===== src/rtl/button_conditioner.sv =====
// Two-channel push-button front end: pad synchroniser, stability-counter debounce,
// clean level plus a one-cycle press strobe. Define AUTO_REPEAT_EN to add held-button repeat.
module button_conditioner #(
  parameter int DEBOUNCE_CYCLES = 360000,
  parameter int CNT_W           = 19,
  parameter bit BTN_ACTIVE_LOW  = 1'b1,
  parameter int REPEAT_DELAY    = 18000000,
  parameter int REPEAT_PERIOD   = 5400000,
  parameter int RPT_W           = 25
) (
  input  logic i_clk_36MHz,
  input  logic i_reset,
  input  logic i_btn_left_raw,
  input  logic i_btn_right_raw,
  output logic o_left_level,
  output logic o_right_level,
  output logic o_left_pulse,
  output logic o_right_pulse
);

  typedef enum logic [1:0] {IDLE, PRESS_WAIT, HELD, RELEASE_WAIT} state_t;

  localparam logic             RELEASED = BTN_ACTIVE_LOW;
  localparam logic [CNT_W-1:0] CNT_LAST = CNT_W'(DEBOUNCE_CYCLES - 1);

  if (((longint'(1) << CNT_W) <= longint'(DEBOUNCE_CYCLES)) ||
      ((longint'(1) << RPT_W) <= longint'(REPEAT_DELAY)) ||
      ((longint'(1) << RPT_W) <= longint'(REPEAT_PERIOD))) begin : g_bad_cfg
    $error("button_conditioner: counter width too small for its limit");
  end

  logic [1:0] raw;
  logic [1:0] fire;
  logic [1:0] level;
  logic [1:0] pulse_q, pulse_d;

  assign raw = {i_btn_right_raw, i_btn_left_raw};

  for (genvar ch = 0; ch < 2; ch++) begin : g_ch
    logic             sync1_q, sync2_q;
    logic             s;
    state_t           state_q, state_d;
    logic [CNT_W-1:0] cnt_q, cnt_d;
    logic             level_q, level_d;
    logic             qualify;

    always_ff @(posedge i_clk_36MHz) begin
      if (!i_reset) begin
        sync1_q <= RELEASED;
        sync2_q <= RELEASED;
        state_q <= IDLE;
        cnt_q   <= '0;
        level_q <= 1'b0;
      end else begin
        sync1_q <= raw[ch];
        sync2_q <= sync1_q;
        state_q <= state_d;
        cnt_q   <= cnt_d;
        level_q <= level_d;
      end
    end

    // s is 1 while pressed, whatever the pad polarity
    assign s = sync2_q ^ RELEASED;

    always_comb begin
      state_d = state_q;
      cnt_d   = cnt_q;
      level_d = level_q;
      qualify = 1'b0;
      unique case (state_q)
        IDLE: begin
          if (s) begin
            if (DEBOUNCE_CYCLES == 1) begin
              state_d = HELD;
              level_d = 1'b1;
              qualify = 1'b1;
              cnt_d   = '0;
            end else begin
              state_d = PRESS_WAIT;
              cnt_d   = CNT_W'(1);
            end
          end
        end
        PRESS_WAIT: begin
          if (!s) begin
            state_d = IDLE;
            cnt_d   = '0;
          end else if (cnt_q == CNT_LAST) begin
            state_d = HELD;
            level_d = 1'b1;
            qualify = 1'b1;
            cnt_d   = '0;
          end else begin
            cnt_d = cnt_q + CNT_W'(1);
          end
        end
        HELD: begin
          if (!s) begin
            if (DEBOUNCE_CYCLES == 1) begin
              state_d = IDLE;
              level_d = 1'b0;
              cnt_d   = '0;
            end else begin
              state_d = RELEASE_WAIT;
              cnt_d   = CNT_W'(1);
            end
          end
        end
        RELEASE_WAIT: begin
          if (s) begin
            state_d = HELD;
            cnt_d   = '0;
          end else if (cnt_q == CNT_LAST) begin
            state_d = IDLE;
            level_d = 1'b0;
            cnt_d   = '0;
          end else begin
            cnt_d = cnt_q + CNT_W'(1);
          end
        end
        default: begin
          state_d = IDLE;
          cnt_d   = '0;
          level_d = 1'b0;
        end
      endcase
    end

`ifdef AUTO_REPEAT_EN
    localparam logic [RPT_W-1:0] RPT_DELAY_LAST  = RPT_W'(REPEAT_DELAY - 1);
    localparam logic [RPT_W-1:0] RPT_PERIOD_LAST = RPT_W'(REPEAT_PERIOD - 1);

    logic [RPT_W-1:0] rpt_q, rpt_d;
    logic             rpt_phase_q, rpt_phase_d;
    logic             rpt_fire;

    always_ff @(posedge i_clk_36MHz) begin
      if (!i_reset) begin
        rpt_q       <= '0;
        rpt_phase_q <= 1'b0;
      end else begin
        rpt_q       <= rpt_d;
        rpt_phase_q <= rpt_phase_d;
      end
    end

    // phase 0 waits out the initial delay, phase 1 runs the repeat period
    always_comb begin
      rpt_d       = '0;
      rpt_phase_d = 1'b0;
      rpt_fire    = 1'b0;
      if (state_q == HELD && s) begin
        if (rpt_q == (rpt_phase_q ? RPT_PERIOD_LAST : RPT_DELAY_LAST)) begin
          rpt_fire    = 1'b1;
          rpt_phase_d = 1'b1;
        end else begin
          rpt_d       = rpt_q + RPT_W'(1);
          rpt_phase_d = rpt_phase_q;
        end
      end
    end

    assign fire[ch] = qualify | rpt_fire;
`else
    assign fire[ch] = qualify;
`endif

    assign level[ch] = level_q;
  end

  // left wins when both channels strobe in the same cycle
  always_comb begin
    pulse_d[0] = fire[0];
    pulse_d[1] = fire[1] & ~fire[0];
  end

  always_ff @(posedge i_clk_36MHz) begin
    if (!i_reset) pulse_q <= '0;
    else          pulse_q <= pulse_d;
  end

  assign o_left_level  = level[0];
  assign o_right_level = level[1];
  assign o_left_pulse  = pulse_q[0];
  assign o_right_pulse = pulse_q[1];

endmodule


===== config.mk =====
export PLATFORM = sky130hd
export DESIGN_NAME = button_conditioner
export DESIGN_NICKNAME = d
export VERILOG_FILES = /design/src/rtl/button_conditioner.sv
export SDC_FILE = /design/constraint.sdc
export NUM_CORES = 1
export LEC_CHECK = 0
export BUFFER_PORTS_ARGS = -buffer_cell sky130_fd_sc_hd__buf_2
export CORE_ASPECT_RATIO = 0.6
export CORE_MARGIN = 5
export CORE_UTILIZATION = 58
export DETAILED_ROUTE_END_ITERATION = 7
export GPL_TIMING_DRIVEN = 0
export PLACE_DENSITY = 0.75
export SLEW_MARGIN = 25
export SYNTH_ARGS = -nofsm -noshare
export SYNTH_HDL_FRONTEND = slang
export SYNTH_SLANG_ARGS = --single-unit
export TNS_END_PERCENT = 30

===== constraint.sdc =====
create_clock -name i_clk_36MHz -period 2.6 [get_ports i_clk_36MHz]
set_clock_uncertainty 0.2 [all_clocks]
set_input_delay 0.13 -clock i_clk_36MHz [delete_from_list [all_inputs] [get_ports i_clk_36MHz]]
set_output_delay 0.13 -clock i_clk_36MHz [all_outputs]
set_load 0.02 [all_outputs]

## Word level (Yosys, flattened, before mapping)

Cells that the tools add are included.
W data, S select, Z words.

| operators by class | value |
|---|---|
| shift-type cells | 0 |
| add/sub/neg operators | 2 |
| divide/modulo/power cells | 0 |
| $mul | 0 |
| eq/ne operators | 24 |
| reductions and logical operators | 10 |
| multiplexer cells | 42 |
| bitwise gates (word level) | 2 |
| $lt $le $gt $ge | 0 |

Operators by type and width:

| kind | count |
|---|---|
| $mux W19 | 10 |
| $pmux W19 S4 | 2 |
| $add A19 B1 Y19 const B | 2 |
| $eq A19 B19 Y1 const B | 2 |
| $mux W2 | 12 |
| $ne A2 B2 Y1 const B | 12 |
| $pmux W2 S4 | 2 |
| $mux W1 | 14 |
| $ne A3 B3 Y1 const B | 4 |
| $reduce_and A5 Y1 | 2 |
| $eq A2 B2 Y1 const B | 4 |
| $reduce_and A4 Y1 | 2 |
| $eq A2 B1 Y1 const B | 2 |
| $logic_not A2 Y1 | 2 |
| $pmux W1 S2 | 2 |
| $reduce_and A2 Y1 | 2 |
| $reduce_bool A2 Y1 | 2 |
| $and A1 B1 Y1 | 1 |
| $not A1 Y1 | 1 |

| storage, ports and cells | value |
|---|---|
| bits in writable memories | 0 |
| register bits | 50 |
| input port bits | 4 |
| word-level logic and storage cells | 91 |
| memories | 0 |
| ROM bits | 0 |
| latch bits | 0 |

## Depth between registers and ports, before layout

Gate-level depths: netlist (run 1).

| logic depth | value |
|---|---|
| depth after elaboration | 6 |
| depth in mapped cells | 7 |
| gate-level depth less buffers | 6 |

## Worst setup path after synthesis (run 1)

No wires, ideal clock.

| timing | value |
|---|---|
| kind | reg2reg |
| from | register g_ch[0].cnt_q[8] |
| to | register g_ch[0].cnt_q[13] |
| path slack | 0.488 ns |
| period minus slack after synthesis | 2.112 ns |
| stages on the path, launching flop included | 6 |
| setup time | 0.122 ns |
| data arrival time | 1.790 ns |
| path buffers | 1 |
| path through | dfxtp_1 -> or4b_4 -> nor4b_4 -> a211oi_2 -> buf_6 -> a221o_1 |

| between the ends | value |
|---|---|
| longest elaborated chain between the ends | 4 |
| elaborated cells between the ends (all ways) | 6 |
| classes of those cells | add/sub (1); eq/ne (1); mux (4) |

RTL lines:

| element | line | source |
|---|---|---|
| from (decl) | 43 | `logic [CNT_W-1:0] cnt_q, cnt_d;` |
| from (signal assigned) | 58 | `cnt_q <= cnt_d;` |
| $add A19 B1 Y19 / $eq A19 B19 Y1 (equally long branches) | -- |  |
| $mux W19 (*) | 89, 114 |  |
| $mux W19 (on tied branches) | 111, 86 |  |
| $pmux W19 S4 (*) | 71 | `unique case (state_q)` |

Every way passes the cells marked *; elsewhere a longest branch is shown, timed or not.
A chain may end at the register's enable or synchronous reset.

## Worst setup path in the final report (run 1)

| timing | value |
|---|---|
| from | register g_ch[1].cnt_q[0] |
| to | register g_ch[1].cnt_q[8] |

| between the ends | value |
|---|---|
| longest elaborated chain between the ends | 4 |
| elaborated cells between the ends (all ways) | 6 |
| classes of those cells | add/sub (1); eq/ne (1); mux (4) |

RTL lines:

| element | line |
|---|---|
| from (decl) | 43 |
| from (signal assigned) | 58 |
| $add A19 B1 Y19 / $eq A19 B19 Y1 (equally long branches) | -- |
| $mux W19 (*) | 89, 114 |
| $mux W19 (on tied branches) | 111, 86 |
| $pmux W19 S4 (*) | 71 |

Marked as above.

==> impl_metrics.csv, run 1 <==
group,metric,value,unit
sta,drv_slew,0,
setup_path,arrival,2.45,ns
setup_path,crit_start,"g_ch[1].cnt_q[0]",
die,dieArea,5660,µm²
layout,diodes,0,
sta,tns,0,ns
clock_network,cts_tree,"built",
die,core,4100,µm²
global_route,grt.total_usage,0.205,
clock_network,clk_path_buf_depth,2,
logic_synthesis,ys.warnings.count,0,
setup_path,start_kind,"register",
power,p_total,1.39,mW
logic_synthesis,synth_edf_count,0,
sta,layout_min_cycle_time,2.44,ns
global_route,grt-ovfl-total,0,
logic_synthesis,ys.flop_type,"dfxtp_1",
power,p_per_area,518,nW/µm²
hold_path,hp-class,"in2reg",
sta,fin_ws,0.165,ns
sta,worst_pin_slew,0.852,ns
sta,period_share,0.937,
clock_network,clk_latency,0.32,ns
power,peakVddDrop,0.000364,V
global_route,antenna_found_initial,0,
clock_network,root_buffer,"clkbuf_8",
sta,rsz0062_at_grt,"false",
logic_synthesis,synth.distinct_cells,52,
logic_synthesis,netlist_area,2450,µm²
setup_path,cp-end-kind,"register",
run_status,outcome,"finished, final reports clean",
detailed_routing,drt_first_pass_iters,4,
detailed_routing,avgViaCountPerCell,6.10,
logic_synthesis,avgSynthCellArea,8.53,µm²
clock_network,clock-sinks,50,
power,p_leak,0.927,nW
layout,area_growth,9.56,%
detailed_routing,drc,0,
logic_synthesis,synthesis.nets,293,
global_route,grt_max_degree,18,
clock_network,clk_pin_slew,0.10,ns
placed_design,pre_cts_slack,0.184,ns
clock_network,cts-buffers-inserted,5,
die,start_util,0.597,
layout,nets,309,
layout,drive_gt1_frac,0.0954,
logic_synthesis,async_flop_share,0,
detailed_routing,ant_nets,0,
setup_path,r2r_start,"g_ch[1].cnt_q[0]",
logic_synthesis,seq_area_frac_synth,0.409,
global_route,grt_pass1_wl,8940,µm
die,die_h,60.3,µm
die,io_pins,8,
placed_design,placed_cells,354,
setup_path,r2r_slack,0.16,ns
placed_design,routabilityCongestion,0.883,
detailed_routing,drt_wl_total,5380,µm
sta,maxSlewHeadroom,0.428,
placed_design,port_buffers,7,
die,die_width,93.9,µm
detailed_routing,drt-initial-drc-count,229,
detailed_routing,drt-wirelength-per-cell,14.8,µm
sta,timing.fmax,411,MHz
hold_path,hold_depth,3,
sta,final-setup-viol-count,0,
setup_path,critical_path_class,"reg2reg",
layout,fillers,348,
setup_path,worstSetupEndpoint,"g_ch[1].cnt_q[8]",
detailed_routing,vias,2222,
setup_path,ff2ff_path_depth,6,
run,max_cap_violations,0,
placed_design,dpl.hpwl,3860,µm
setup_path,cp_max_fo,10,
clock_network,h-tree-depth,2,
sta,hold_viol,0,
sta,whs,0.0228,ns
layout,fin_cells,364,
logic_synthesis,synthesis.instances,287,
die,rows,18,
global_route,grt_pass1_vias,1828,
logic_synthesis,ys_ff_latch,50,
setup_path,rr_endpoint,"g_ch[1].cnt_q[8]",
setup_path,worst_ep_required_time,2.61,ns
==> critical path, cell delays in order (launching register included) <==
cell	delay (ns)
dfxtp_1	0.39
ha_1	0.27
nand2_1	0.09
nor4_2	0.60
a21oi_2	0.29
and3_1	0.24
a221o_1	0.25
==> worst min path at each step <==
stage,startpoint,end
2_1_floorplan,i_btn_left_raw,g_ch[0].sync1_q
3_3_place_gp,i_btn_left_raw,g_ch[0].sync1_q
3_5_place_dp,i_btn_left_raw,g_ch[0].sync1_q
4_1_cts,i_reset,register
5_1_grt,i_reset,g_ch[0].state_q[0]
6_report,i_reset,register
==> flip-flops by register name, indices dropped and copies added, names as in the netlist, named ones only <==
| name | cells |
|---|---|
| g_ch.cnt_q | 38 |
| g_ch.state_q | 2 |
| g_ch.sync1_q | 2 |
| g_ch.sync2_q | 2 |
| pulse_q | 2 |
| o_left_level | 1 |
| o_right_level | 1 |
==> final cells by class <==
cell class	instances	area [µm²]	area share
repair buffers	9	55.1	0.0205
plain buffers	7	36.3	0.0135
inverters	7	26.3	0.00979
well taps	60	75.1	0.0280
multi-input cells	223	1400	0.521
flip-flops and latches	50	1000	0.373
clock buffers	5	68.8	0.0257
clock inverters	3	23.8	0.00886
==> synth_stat cells, types with 2 or more instances <==
cell type,count,share of area
nand2_1,28,0.043
clkbuf_1,4,0.0061
mux2i_1,6,0.025
dfxtp_1,50,0.41
nand2b_1,6,0.015
a22oi_1,4,0.012
and3_1,10,0.026
a21oi_1,24,0.049
a31oi_1,14,0.036
or2b_1,3,0.0092
a41oi_1,3,0.011
ha_1,2,0.010
o21bai_1,2,0.0061
inv_1,6,0.0092
nor4_1,4,0.010
o31a_1,3,0.011
o21ai_0,11,0.022
or2_2,2,0.0051
nor2_1,18,0.028
buf_2,2,0.0041
nand3_1,16,0.033
nand3b_1,2,0.0061
nand4b_1,2,0.0072
nor3_1,10,0.020
a21o_1,2,0.0061
nand4_1,11,0.028
xnor2_1,5,0.018
a221o_1,2,0.0082
a22o_1,5,0.018
xor2_1,2,0.0072
nor4_2,2,0.010
and2_1,3,0.0077
or3_1,4,0.010
==> layer usage <==
layer | vias up | GRT usage | part of all wire | wire (µm)
li1 | 1113 | - | - | -
met1 | 1037 | 0.326 | 0.55 | 2950
met2 | 67 | 0.261 | 0.37 | 2000
met3 | 5 | 0.0409 | 0.067 | 361
met4 | 0 | 0.0864 | 0.014 | 73
met5 | - | 0 | 0 | 0
==> cells in the final DEF (no fill, tap or decap), types with 3 or more instances in the layout <==
cell      count
dfxtp_1      50
nand2_1      28
a21oi_1      24
nor2_1       18
nand3_1      16
a31oi_1      14
o21ai_0      11
nand4_1      11
and3_1       10
nor3_1        9
buf_2         9
nand2b_1      6
inv_1         6
mux2i_1       6
xnor2_1       5
a22o_1        5
clkbuf_8      5
clkbuf_1      4
a22oi_1       4
or3_1         4
nor4_2        3
and2_1        3
or2b_1        3
o31a_1        3
nor4_1        3
a41oi_1       3
==> logic make-up (layout without fill, tap and decap cells) <==
logic type,count (synthesis),count (layout),synth area share
AOI/OAI and AO/OA,80,80,0.216
DFF,50,50,0.409
adders and majority gates,2,2,0.0102
muxes,6,6,0.0245
buffers and inverters,14,31,0.0255
xor gates and xnor gates,7,7,0.0250
and+or+nand+nor,128,128,0.290
==> where the power goes <==
part / leakage [nW] / total, mW / internal [mW] / switching [mW]
Clock: 0.0408 / 0.480 / 0.193 / 0.287
Sequential: 0.404 / 0.796 / 0.780 / 0.0157
Combinational: 0.482 / 0.113 / 0.0387 / 0.0745
Total: 0.927 / 1.39 / 1.01 / 0.378
==> metrics by stage <==
stage / utilization / cell area (µm²)
after global routing: 0.654 / 2680
final: 0.654 / 2680
after CTS: 0.652 / 2670
after detailed placement: 0.624 / 2560
after floorplan: - / 2450
after global placement: 0.624 / 2560
==> repair_timing <==
item / 4_1_cts / 5_1_grt
endpoints found under the setup margin: 0 / 1
gates resized for setup: 0 / 1
buffers inserted: 0 / 0
endpoints found under the hold margin: 2 / 0
hold buffers: 2 / 0
No activity file was read; power rests on OpenSTA's default activity.
==> run 2: changes to the inputs <==
--- a/config.mk
+++ b/config.mk
@@ -5,7 +5,7 @@
 export SDC_FILE = /design/constraint.sdc
 export NUM_CORES = 1
 export LEC_CHECK = 0
-export BUFFER_PORTS_ARGS = -buffer_cell sky130_fd_sc_hd__buf_2
+export BUFFER_PORTS_ARGS = -buffer_cell sky130_fd_sc_hd__clkbuf_2
 export CORE_ASPECT_RATIO = 0.6
 export CORE_MARGIN = 5
 export CORE_UTILIZATION = 58
==> impl_metrics.csv, run 2 (synthesis gave the netlist of run 1 again) <==
group,metric,value,unit
layout,largest_reg_flops,38,
clock_network,clk_path_buf_depth,2,
clock_network,clk_latency,0.31,ns
setup_path,rr_endpoint,"g_ch[0].cnt_q[15]",
layout,registers.top_by_ff_count,"g_ch.cnt_q",
layout,final_cell_mix,"50 x dfxtp_1, 28 x nand2_1, 24 x a21oi_1, 18 x nor2_1, 16 x nand3_1",
sta,worst_pin_slew,0.843,ns
clock_network,cts_setup_buffers,0,
die,dieArea,5660,µm²
layout,area_growth,9.91,%
global_route,grt.total_usage,0.196,
sta,rsz0062_at_grt,"false",
setup_path,ff2ff_path_depth,7,
die,core,4100,µm²
setup_path,arrival,2.43,ns
hold_path,hp-class,"in2reg",
global_route,grt_max_degree,18,
power,p_leak,0.941,nW
clock_network,h-tree-depth,2,
placed_design,port_buffers,7,
die,io_pins,8,
layout,layout_commonest_cell,"dfxtp_1",
hold_path,hold_depth,3,
setup_path,r2r_start,"g_ch[0].cnt_q[0]",
sta,final-setup-viol-count,0,
power,peakVddDrop,0.000417,V
layout,fin_util,0.657,
layout,fillers,342,
sta,maxSlewHeadroom,0.434,
detailed_routing,drc,0,
run,max_cap_violations,0,
sta,tns,0,ns
global_route,grt-ovfl-total,0,
setup_path,cp_max_fo,10,
die,die_h,60.3,µm
sta,layout_min_cycle_time,2.39,ns
detailed_routing,ant_nets,0,
power,p_per_area,511,nW/µm²
detailed_routing,vias,2235,
detailed_routing,drt_wl_total,5300,µm
sta,timing.fmax,418,MHz
sta,drv_slew,0,
clock_network,clock-sinks,50,
placed_design,dpl.hpwl,3830,µm
die,die_width,93.9,µm
die,start_util,0.597,
global_route,grt_pass1_wl,8730,µm
layout,drive_gt1_frac,0.0954,
placed_design,routabilityCongestion,0.869,
layout,diodes,0,
clock_network,cts-buffers-inserted,5,
global_route,antenna_found_initial,0,
setup_path,start_kind,"register",
clock_network,root_buffer,"clkbuf_8",
sta,hold_viol,0,
clock_network,cts_tree,"built",
sta,period_share,0.919,
setup_path,critical_path_class,"reg2reg",
detailed_routing,drt-initial-drc-count,238,
layout,nets,309,
die,rows,18,
clock_network,clk_pin_slew,0.09,ns
hold_path,min-delay-start,"i_reset",
setup_path,r2r_slack,0.21,ns
global_route,grt_pass1_vias,1819,
setup_path,cp-end-kind,"register",
run_status,outcome,"finished, final reports clean",
setup_path,worst_ep_required_time,2.64,ns
detailed_routing,drt_first_pass_iters,5,
detailed_routing,avgViaCountPerCell,6.14,
detailed_routing,drt-wirelength-per-cell,14.6,µm
==> run 2: changes by cell type in the layout (fill, tap and decap cells not counted) <==
cell	before	now
buf_2	9	2
clkbuf_2	0	7
nor4_2	3	2
nor4_4	0	1
==> run 2: how the worst max path moves through the flow <==
stage / start / cells after the start / slack, ns / endpoint
after floorplan: g_ch[0].cnt_q[8] / 5 / 0.49 / g_ch[0].cnt_q[13]
after global placement: g_ch[0].cnt_q[0] / 6 / 0.23 / g_ch[0].cnt_q[18]
after detailed placement: g_ch[0].cnt_q[0] / 6 / 0.23 / g_ch[0].cnt_q[18]
after CTS: g_ch[0].cnt_q[0] / 6 / 0.19 / g_ch[0].cnt_q[18]
after global routing: g_ch[0].cnt_q[0] / 7 / 0.07 / g_ch[0].cnt_q[7]
final: g_ch[0].cnt_q[0] / 7 / 0.21 / g_ch[0].cnt_q[15]
==> run 2: worst max-delay path, stage by stage, from the launching register on <==
cell and delay [ns]:
dfxtp_1 0.38, ha_1 0.26, nand4_1 0.22, nor2_1 0.16, a211oi_2 0.52, buf_2 0.33
a21oi_1 0.09, a31oi_1 0.15
==> run 2: repair_timing <==
item,in CTS,in global routing
hold buffers,2,0
endpoints found under the setup margin,0,3
endpoints found under the hold margin,2,0
gates resized for setup,0,2
==> run 2: final cells by class <==
cell class / count / area, µm² / share of cell area
clock buffer: 5 / 68.8 / 0.0256
buffer: 7 / 36.3 / 0.0135
inverter: 7 / 26.3 / 0.00976
tap: 60 / 75.1 / 0.0279
sequential: 50 / 1000 / 0.372
timing repair buffer: 9 / 55.1 / 0.0205
multi-input combinational: 223 / 1410 / 0.522
clock inverter: 3 / 23.8 / 0.00883
==> run 2: through the flow <==
| stage | cells | instance area (µm²) | hold WS, ns | setup slack, ns | total power, mW |
|---|---|---|---|---|---|
| after detailed placement | 354 | 2560 | 0.115 | 0.230 | 0.920 |
| final | 364 | 2690 | 0.0318 | 0.210 | 1.38 |
| after global placement | 354 | 2560 | 0.109 | 0.231 | 0.918 |
| after floorplan | 287 | 2450 | 0.0315 | 0.488 | 0.889 |
| after CTS | 364 | 2670 | 0.00784 | 0.188 | 1.39 |
| after global routing | 364 | 2690 | 0.0442 | 0.0681 | 1.43 |
==> run 2: per-layer routing <==
| layer | vias up | share of wire | GRT usage |
|---|---|---|---|
| met5 | - | 0 | 0 |
| met4 | 0 | 0.0045 | 0.0309 |
| met3 | 6 | 0.083 | 0.0595 |
| met2 | 81 | 0.36 | 0.261 |
| met1 | 1033 | 0.55 | 0.311 |
| li1 | 1115 | - | - |
==> run 2: power breakdown <==
part	switching (mW)	internal [mW]	leakage (nW)
Clock	0.273	0.193	0.0408
Combinational	0.0749	0.0385	0.496
Sequential	0.0152	0.780	0.404
Total	0.364	1.01	0.941
